$ cat src/rtl/pio_fault_filter.sv
// Multi-channel fault-input PIO: synchronise, debounce, capture edges, raise a maskable irq.
// Define PIO_FAULT_IRQ_REG_EN to register irq (one extra cycle of latency); default is combinational.
module pio_fault_filter #(
   parameter int WIDTH       = 4,
   parameter int SYNC_STAGES = 2,
   parameter int FILT_CYCLES = 16,
   parameter int EDGE_MODE   = 0
) (
   input  logic             clk,
   input  logic             reset,
   input  logic [1:0]       address,
   input  logic             write,
   input  logic [WIDTH-1:0] writedata,
   input  logic [WIDTH-1:0] in_port,
   output logic [WIDTH-1:0] readdata,
   output logic             irq
);

   localparam int CW = $clog2(FILT_CYCLES) + 1;
   localparam logic [CW-1:0] CNT_LAST = CW'(FILT_CYCLES - 1);

   logic [WIDTH-1:0] sync_pipe [SYNC_STAGES];
   logic [WIDTH-1:0] sync;
   logic [WIDTH-1:0] filt;
   logic [WIDTH-1:0] filt_next;
   logic [WIDTH-1:0] flip;
   logic [WIDTH-1:0] set_bits;
   logic [WIDTH-1:0] clr_bits;
   logic [WIDTH-1:0] irqmask;
   logic [WIDTH-1:0] edgecapture;
   logic [CW-1:0]    cnt      [WIDTH];
   logic [CW-1:0]    cnt_next [WIDTH];

   always_ff @(posedge clk or posedge reset) begin
      if (reset) begin
         for (int i = 0; i < SYNC_STAGES; i++) sync_pipe[i] <= '0;
      end else begin
         sync_pipe[0] <= in_port;
         for (int i = 1; i < SYNC_STAGES; i++) sync_pipe[i] <= sync_pipe[i-1];
      end
   end

   assign sync = sync_pipe[SYNC_STAGES-1];

   // A channel only flips after FILT_CYCLES consecutive mismatches; any match restarts the count.
   always_comb begin
      flip = '0;
      for (int ch = 0; ch < WIDTH; ch++) begin
         cnt_next[ch] = '0;
         if (sync[ch] != filt[ch]) begin
            if (cnt[ch] == CNT_LAST) flip[ch] = 1'b1;
            else                     cnt_next[ch] = cnt[ch] + CW'(1);
         end
      end
   end

   assign filt_next = filt ^ flip;

   if (EDGE_MODE == 0) begin : g_rise
      assign set_bits = flip & filt_next;
   end else if (EDGE_MODE == 1) begin : g_fall
      assign set_bits = flip & ~filt_next;
   end else begin : g_any
      assign set_bits = flip;
   end

   assign clr_bits = (write && address == 2'd3) ? writedata : '0;

   // Set is OR-ed after the clear so a capture on the clearing edge is never lost.
   always_ff @(posedge clk or posedge reset) begin
      if (reset) begin
         filt        <= '0;
         irqmask     <= '0;
         edgecapture <= '0;
         for (int ch = 0; ch < WIDTH; ch++) cnt[ch] <= '0;
      end else begin
         filt        <= filt_next;
         edgecapture <= (edgecapture & ~clr_bits) | set_bits;
         if (write && address == 2'd2) irqmask <= writedata;
         for (int ch = 0; ch < WIDTH; ch++) cnt[ch] <= cnt_next[ch];
      end
   end

   always_ff @(posedge clk or posedge reset) begin
      if (reset) begin
         readdata <= '0;
      end else begin
         case (address)
            2'd0:    readdata <= filt;
            2'd1:    readdata <= sync;
            2'd2:    readdata <= irqmask;
            default: readdata <= edgecapture;
         endcase
      end
   end

`ifdef PIO_FAULT_IRQ_REG_EN
   always_ff @(posedge clk or posedge reset) begin
      if (reset) irq <= 1'b0;
      else       irq <= |(edgecapture & irqmask);
   end
`else
   assign irq = |(edgecapture & irqmask);
`endif

endmodule

$ cat config.mk
export PLATFORM = sky130hd
export DESIGN_NAME = pio_fault_filter
export DESIGN_NICKNAME = d
export VERILOG_FILES = /design/src/rtl/pio_fault_filter.sv
export SDC_FILE = /design/constraint.sdc
export NUM_CORES = 1
export LEC_CHECK = 0
export CAP_MARGIN = 20
export CORE_MARGIN = 5
export CORE_UTILIZATION = 30
export DETAILED_ROUTE_END_ITERATION = 10
export SETUP_SLACK_MARGIN = 0.1
export SYNTH_ARGS = -nofsm -noshare
export SYNTH_HDL_FRONTEND = slang
export SYNTH_SLANG_ARGS = --single-unit
$ cat constraint.sdc
create_clock -name clk -period 1.4 [get_ports clk]
set_input_delay 0.35 -clock clk [delete_from_list [all_inputs] [get_ports clk]]
set_output_delay 0.35 -clock clk [all_outputs]
set_load 0.05 [all_outputs]
==> results.yml, run 1 <==
run_status:
  status: "finished with violations"
  violations: "setup timing"
sta:
  skew_ns: 0.00266
  fin_setup_tns_ns: -0.0916
  finalCriticalPeriod_ns: 1.49
  layout_setup_ws_ns: -0.0916
  hold_viol: 0
  timing.fmax_mhz: 670
  slew_violations: 0
  tightestPinTransition_ns: 0.313
  rsz0062_at_grt: "true"
  finalSetupViolCount: 1
  maxSlewHeadroom_pct: 78.9
  finalCritPeriodShare_pct: 107
logic_synthesis:
  ys_types: 18
  synth-seq-area-share_pct: 61.8
  yosysWarnings: 0
  syn_avg_cell_area_um2: 13.3
  synth_area_um2: 1780
  synth.ff_latch_count: 44
  syn_nets: 151
  syn_inst: 134
setup_path:
  worst_setup_path_end_kind: "output port"
  r2r_setup_slack_ns: 0.21
  start_kind: "register"
  crit_type: "reg2out"
  cp_data_arrival_time_ns: 1.14
  slowest_delay_ns: 0.40
  crit_chain: "a22oi_2, nand2_2, buf_6"
  critPathRequiredTime_ns: 1.05
  worstPathMaxFanout: 3
  slowest_stage: "dfrtp_1"
layout:
  multi_input_comb_area_um2: 647
  ff_latch_area_um2: 1100
  areaGrowthSynthToFinish_pct: 25.3
  num-nets-final: 179
  finalNonFillerCells: 238
  diodes: 0
  drive_gt1_share_pct: 16.6
  fillCellCount: 552
route:
  post_drt_wl_per_cell_um: 12.6
  first_pass_iters: 4
  viasPerCell: 4.62
  vias: 1099
  wl_mm: 2.99
  drc: 0
  drtIter0Drc: 62
  ant_nets: 0
clocking:
  cts_tree: "done"
  clk_pin_slew_worst_paths_ns: 0.08
  cts_sinks: 44
  clk_latency_ns: 0.29
  clock-root-buffer: "clkbuf_8"
  numCtsBuffers: 5
  clock_path_buffers: 2
  htree_num_levels: 2
flow_run:
  drv_cap: 0
floorplanning:
  die_h_um: 87.1
  start_util_pct: 30.5
  die_w_um: 87.1
  die-area_um2: 7580
  io_pins: 18
  core_area_um2: 5850
  num_rows: 28
power:
  power.leakage_nw: 1.09
  power_mw: 2.62
  ir_drop_v: 0.000421
  power_density_nw_per_um2: 1170
global_routing:
  grt_usage_pct: 8.95
  grt_pass1_wl_mm: 5.23
  globalRouteOverflowTotal: 0
  grt_max_degree: 45
  grt_pass1_vias: 1126
  antenna_found_initial: 0
hold_path:
  worstHoldPathType: "reg2reg"
placed_design:
  dpl.cell_count: 228
  numPortBuffers: 17
  gp_congestion: 0.701
  place_worst_setup_slack_ns: -0.317
  hpwl_mm: 2.04
==> repair_timing <==
action                                  CTS  global route
resized for setup                         5             7
buffers inserted                          1             0
pin swaps                                 2             2
hold buffers                              0             0
endpoints found under the setup margin    9            14
gates cloned                              1             0
==> path summary, 6_finish.rpt <==
path | startpoint | cells after the start | endpoint
setup / recovery | edgecapture[1] | 3 | irq
hold / removal | sync_pipe[6] | 0 | sync[2]
setup reg to reg | cnt[10] | 3 | edgecapture[1]
hold reg to reg | sync_pipe[6] | 0 | sync[2]
max in group asynchronous | reset | 3 | cnt[3]
min in group asynchronous | reset | 3 | sync[0]
==> critical path, delay by kind of cell, from the launching register on <==
| family | cells | cell delay (ns) |
|---|---|---|
| compound gates | 1 | 0.20 |
| flops | 1 | 0.40 |
| buf+inv | 1 | 0.16 |
| simple gates | 1 | 0.08 |
==> synthesized netlist by cell type, drive strengths merged <==
| cell type | number | area share, % |
|---|---|---|
| dfrtp | 44 | 62 |
| or2 | 1 | 0.35 |
| buf | 2 | 1.3 |
| o21ai | 12 | 3.4 |
| and2 | 6 | 2.1 |
| mux2 | 4 | 3.4 |
| ha | 4 | 2.8 |
| and3 | 4 | 1.4 |
| xor2 | 12 | 5.9 |
| a22oi | 2 | 0.84 |
| nand3 | 8 | 2.2 |
| inv | 7 | 1.5 |
| nand2 | 6 | 1.4 |
| mux4 | 4 | 5.9 |
| o41ai | 4 | 2.0 |
| nor2 | 10 | 2.1 |
| o31ai | 4 | 1.7 |
==> placed cells by master (no fill, tap or decap), types with 5 or more instances in the layout <==
cell             Yosys  final
buf_12               0      5
o21ai_0             12      9
inv_1                7      6
clkbuf_8             0      6
clkdlybuf4s50_1      0      9
and2_1               6      6
dfrtp_1             44     44
nor2_1              10     10
xor2_1              12     12
nand3_1              8      8
==> sequential cells by signal (all words and copies together), names as in the netlist, named ones only <==
name	cells
edgecapture	4
irqmask	4
readdata	4
sync	4
sync_pipe	4
cnt	20
==> metal layers <==
layer	global-route usage, %	wire length [um]	vias to the layer above
met5	0	0	-
met4	3.40	38	0
met3	3.97	196	4
met2	12.4	1320	20
met1	12.2	1430	549
li1	-	-	526
==> metrics by stage <==
stage | area (um2) | util [%] | hold slack, ns
6_report | 2230 | 38.2 | 0.350
5_1_grt | 2230 | 38.2 | 0.358
4_1_cts | 2220 | 37.9 | 0.354
3_5_place_dp | 2110 | 36.0 | 0.336
3_3_place_gp | 2110 | 36.0 | 0.332
2_1_floorplan | 1790 | - | 0.331
==> cells by family (layout without fill, tap and decap cells) <==
kind of cell    after synthesis  in the layout  synth area share (%)
xor+xnor                     12             12                  5.90
fa+ha+maj                     4              4                  2.81
mux                           8              8                  9.27
compound gates               22             22                  7.86
buf+inv                       9             38                  2.74
flops                        44             44                  61.8
simple gates                 35             35                  9.62
==> final cells by class <==
class	instances	share of cell area (%)
tap	75	4.20
sequential	44	49.3
clock buffer	8	4.04
inverter	7	1.35
multi-input combinational	81	29.0
timing repair buffer	23	12.1
==> report_power, final <==
group | switching [mW] | internal, mW
Sequential | 0.0663 | 1.35
Combinational | 0.178 | 0.207
Clock | 0.409 | 0.403
Total | 0.653 | 1.96
Power figures use the tool's default switching activity.
==> inputs of run 2 (changes only) <==
--- a/config.mk
+++ b/config.mk
@@ -6,7 +6,7 @@
 export NUM_CORES = 1
 export LEC_CHECK = 0
 export CAP_MARGIN = 20
-export CORE_MARGIN = 5
+export CORE_MARGIN = 10
 export CORE_UTILIZATION = 30
 export DETAILED_ROUTE_END_ITERATION = 10
 export SETUP_SLACK_MARGIN = 0.1
==> run 2 against run 1 <==
  * The run still ends with setup timing left
  * Fmax increased by 1.5%
  * Combinational power down 3%
  * Critical path depth is the same
  * Via count down 3.6%
  * Power is 0.63% lower
  * Largest power group unchanged
==> results.yml, run 2 (synthesized netlist as in run 1, its figures left out) <==
sta:
  finalSetupViolCount: 1
  hold_viol: 0
  finalCriticalPeriod_ns: 1.47
  finalCritPeriodShare_pct: 105
  layout_setup_ws_ns: -0.0691
  slew_violations: 0
  timing.fmax_mhz: 681
  rsz0062_at_grt: "true"
  tightestPinTransition_ns: 0.270
  maxSlewHeadroom_pct: 81.8
  skew_ns: 0.00652
placed_design:
  gp_congestion: 0.703
  hpwl_mm: 2.03
  numPortBuffers: 17
  dpl.cell_count: 228
layout:
  most-common-layout-cells: "dfrtp_1 (44), xor2_1 (12), nor2_1 (10), clkdlybuf4s50_1 (10), o21ai_0 (9)"
  fillCellCount: 550
  finalNonFillerCells: 238
  drive_gt1_share_pct: 16.7
  num-nets-final: 178
  top_register: "cnt"
  layout_commonest_cell: "dfrtp_1"
  largest_reg_flops: 20
  areaGrowthSynthToFinish_pct: 24.7
global_routing:
  antenna_found_initial: 1
  globalRouteOverflowTotal: 0
  grt_pass1_vias: 1107
  grt_max_degree: 45
  grt_usage_pct: 6.71
  grt_pass1_wl_mm: 5.16
floorplanning:
  die-area_um2: 9420
  io_pins: 18
  die_w_um: 97.1
  core_area_um2: 5850
  num_rows: 28
  die_h_um: 97.1
  start_util_pct: 30.5
clocking:
  cts_hold_buf: 0
  cts_tree: "done"
  clk_pin_slew_worst_paths_ns: 0.08
  clock_path_buffers: 2
  clk_latency_ns: 0.29
  htree_num_levels: 2
  numCtsBuffers: 5
  cts_sinks: 44
  clock-root-buffer: "clkbuf_8"
route:
  wl_met2_mm: 1.23
  ant_nets: 0
  post_drt_wl_per_cell_um: 12.4
  drc: 0
  wl_met1_mm: 1.51
  drtIter0Drc: 48
  top_layer: "met4"
  first_pass_iters: 4
  wl_met3_um: 156
  vias: 1059
  wl_mm: 2.95
  viasPerCell: 4.45
hold_path:
  whs_endpoint: "sync[2]"
  whs_path_depth: 0
  worstHoldPathType: "reg2reg"
  hp-start: "sync_pipe[6]"
setup_path:
  worst_setup_path_end_kind: "output port"
  cp_data_arrival_time_ns: 1.12
  worstPathMaxFanout: 3
  reg2reg_depth: 4
  rr_endpoint: "cnt[13]"
  r2r_setup_slack_ns: 0.22
  start_kind: "register"
  critPathRequiredTime_ns: 1.05
  crit_type: "reg2out"
  r2r-start: "cnt[10]"
flow_run:
  drv_cap: 0
run_status:
  status: "finished with violations"
  violations: "setup timing"
power:
  ir_drop_v: 0.000399
  power_mw: 2.60
  power.leakage_nw: 1.07
  power_density_nw_per_um2: 1170
## run 2: cell count changes in the layout (fill, tap and decap cells not counted)
cell,before,now
mux4_1,4,3
buf_4,3,2
diode_2,0,1
nand2_2,2,1
dlymetal6s2s_1,1,0
nand2_1,4,5
o21ai_2,0,1
mux4_2,0,1
o21ai_1,3,2
clkdlybuf4s50_1,9,10
## run 2: layer usage
metal	vias to the layer above	global-route usage (%)
met1	511	9.03
met5	-	0
li1	525	-
met2	18	8.90
met3	5	2.63
met4	0	3.52
## run 2: what timing repair did
| action | in CTS | in global routing |
|---|---|---|
| pin swaps | 1 | 1 |
| setup endpoints to repair | 9 | 9 |
| setup buffers | 0 | 0 |
| cloned | 1 | 0 |
| resized for setup | 6 | 6 |
## run 2: worst max path at each step
stage / from / to / slack [ns] / cells after the start
floorplan: address[0] / irqmask[0] / 0.17 / 4
global placement: address[0] / irqmask[1] / -0.29 / 4
detailed placement: address[0] / irqmask[1] / -0.29 / 4
CTS: edgecapture[1] / irq / -0.10 / 3
global route: edgecapture[1] / irq / -0.15 / 3
finish: edgecapture[1] / irq / -0.07 / 3
## run 2: per-stage QoR
stage          util (%)  setup TNS [ns]  hold WS (ns)  instance area (um2)  setup slack, ns
5_1_grt            38.0          -0.147         0.364                 2220           -0.147
3_5_place_dp       36.0           -2.42         0.337                 2110           -0.294
3_3_place_gp       36.0           -2.41         0.332                 2110           -0.291
6_report           38.0         -0.0691         0.352                 2220          -0.0691
4_1_cts            37.7          -0.103         0.355                 2210           -0.103
2_1_floorplan         -               0         0.331                 1790            0.174
## run 2: power by group
part	total, mW	switching [mW]	internal (mW)
combinational	0.375	0.173	0.201
clock	0.804	0.402	0.402
sequential	1.42	0.0674	1.35
## run 2: worst max-delay path, stage by stage, from the launching register on
cell and delay [ns]:
dfrtp_1 0.40, a22oi_2 0.18, nand2_1 0.09, buf_6 0.16
## run 2: cell type report
type                       count  area [um2]  area share [%]
antenna                        1        2.50           0.113
clock buffer                   8        90.1            4.05
inverter                       7        30.0            1.35
multi-input combinational     81         644            29.0
sequential                    44        1100            49.5
tap                           75        93.8            4.22
timing repair buffer          22         260            11.7
==> inputs of run 3 (changes only) <==
--- a/config.mk
+++ b/config.mk
@@ -7,8 +7,9 @@
 export LEC_CHECK = 0
 export CAP_MARGIN = 20
 export CORE_MARGIN = 10
-export CORE_UTILIZATION = 30
+export CORE_UTILIZATION = 59
 export DETAILED_ROUTE_END_ITERATION = 10
+export PLACE_DENSITY = 0.82
 export SETUP_SLACK_MARGIN = 0.1
 export SYNTH_ARGS = -nofsm -noshare
 export SYNTH_HDL_FRONTEND = slang
==> constraint.sdc (replaced) <==
create_clock -name clk -period 1.85 [get_ports clk]
set_input_delay 0.4625 -clock clk [delete_from_list [all_inputs] [get_ports clk]]
set_output_delay 0.4625 -clock clk [all_outputs]
set_load 0.05 [all_outputs]
==> run 3 against run 2 <==
  * The run now ends clean
  * Sequential cell count is the same
  * Combinational power is 30% lower
  * Largest power group unchanged
  * Worst hold slack improved by 0.0091 ns
  * Clock skew increased by 0.0023 ns
  * Sequential power shrank 25%
  * Final cell count is 18% lower
  * Count of clock-buffer cells in the layout unchanged
  * Worst setup slack improved by 0.21 ns
==> results.yml, run 3 (synthesized netlist as in run 1, its figures left out) <==
placed_design:
  place_area_um2: 2000
  hpwl_mm: 2.12
  gp_congestion: 0.778
  numPortBuffers: 17
clocking:
  cts_sinks: 44
  clock_path_buffers: 2
  numCtsBuffers: 5
  clk_pin_slew_worst_paths_ns: 0.13
  cts_tree: "done"
  htree_num_levels: 2
  clk_latency_ns: 0.36
  clock-root-buffer: "clkbuf_4"
floorplanning:
  die_w_um: 75.0
  start_util_pct: 63.0
  die-area_um2: 5620
  num_rows: 19
  io_pins: 18
  die_h_um: 75.0
  core_area_um2: 2830
sta:
  skew_ns: 0.00885
  timing.fmax_mhz: 585
  finalCriticalPeriod_ns: 1.71
  finalCritPeriodShare_pct: 92.4
  whs_ns: 0.361
  hold_viol: 0
  rsz0062_at_grt: "false"
  tightestPinTransition_ns: 0.356
  slew_violations: 0
  maxSlewHeadroom_pct: 76.2
  finalSetupViolCount: 0
run_status:
  status: "finished clean"
hold_path:
  whs_path_depth: 0
  worstHoldPathType: "reg2reg"
route:
  viasPerCell: 5.63
  wl_mm: 3.02
  post_drt_wl_per_cell_um: 15.6
  ant_nets: 0
  vias: 1092
  drc: 0
  first_pass_iters: 4
  drtIter0Drc: 75
layout:
  most-common-layout-cells: "dfrtp_1 (44), xor2_1 (12), o21ai_0 (12), clkdlybuf4s50_1 (12), nor2_1 (10)"
  largest_reg_flops: 20
  diodes: 0
  layout_commonest_cell: "dfrtp_1"
  fin_util_pct: 73.7
  areaGrowthSynthToFinish_pct: 17.1
  drive_gt1_share_pct: 14.7
  top_register: "cnt"
  fin_area_um2: 2090
  num-nets-final: 179
setup_path:
  crit_chain: "a22oi_2, nand2_1, buf_6"
  start_kind: "register"
  cp_data_arrival_time_ns: 1.25
  critPathRequiredTime_ns: 1.39
  slowest_delay_ns: 0.42
  reg2reg_depth: 4
  crit_type: "reg2out"
  worst_setup_path_end_kind: "output port"
  slowest_stage: "dfrtp_1"
  worstPathMaxFanout: 2
global_routing:
  grt_pass1_vias: 1146
  grt_usage_pct: 12.3
  antenna_found_initial: 0
  grt_max_degree: 45
  grt_pass1_wl_mm: 5.17
  globalRouteOverflowTotal: 0
power:
  power_density_nw_per_um2: 869
  power_mw: 1.81
  ir_drop_v: 0.000607
  power.leakage_nw: 1.06
flow_run:
  drv_cap: 0
run 3: cell count changes in the layout (fill, tap and decap cells not counted), sizes merged:
cell | before | now
clkdlybuf4s50 | 10 | 12
dlygate4sd2 | 2 | 0
buf | 10 | 11
clkinvlp | 1 | 0
diode | 1 | 0
inv | 6 | 7
run 3: power by group:
part,switching (mW),internal (mW),leakage (nW)
logic,0.135,0.126,0.453
clock network,0.294,0.188,0.0326
registers,0.0453,1.02,0.572
total,0.474,1.34,1.06
run 3: timing repair:
item	in CTS	in global routing
endpoints found under the setup margin	1	1
pin swaps	0	0
gates cloned	0	0
buffers inserted	1	1
gates resized for setup	0	3
hold buffers	0	0
run 3: layer usage:
| layer | vias to the layer above | track usage, % | part of all wire, % |
|---|---|---|---|
| li1 | 522 | - | - |
| met1 | 542 | 13.7 | 42 |
| met2 | 24 | 19.5 | 51 |
| met3 | 4 | 5.78 | 6.1 |
| met4 | 0 | 5.67 | 0.83 |
| met5 | - | 0 | 0 |
run 3: path summary, 6_finish.rpt:
kind	end	start	slack, ns
setup / recovery	irq	edgecapture[1]	0.14
hold / removal	sync[0]	sync_pipe[4]	0.36
setup reg to reg	cnt[3]	cnt[0]	0.57
hold reg to reg	sync[0]	sync_pipe[4]	0.36
max in group asynchronous	cnt[1]	reset	1.18
min in group asynchronous	sync_pipe[6]	reset	0.46
run 3: critical path, delay by kind of cell (launching register included):
kind | cells | cell delay, ns
DFF | 1 | 0.42
AOI/OAI and AO/OA | 1 | 0.21
and+or+nand+nor | 1 | 0.10
buffers and inverters | 1 | 0.16
run 3: per-stage QoR:
stage	cells	setup WS (ns)	TNS, ns
global route	194	0.0673	0
global placement	184	-0.00316	-0.0103
detailed placement	184	-0.0537	-0.278
finish	194	0.140	0
floorplan	134	0.356	0
CTS	193	0.101	0
run 3: final cells by class:
| cell class | count | area (um2) |
|---|---|---|
| Timing Repair Buffer | 23 | 219 |
| Inverter | 7 | 26.3 |
| Tap cell | 31 | 38.8 |
| Fill cell | 199 | 743 |
| Sequential cell | 44 | 1100 |
| Clock buffer | 8 | 58.8 |
| Multi-Input combinational cell | 81 | 642 |
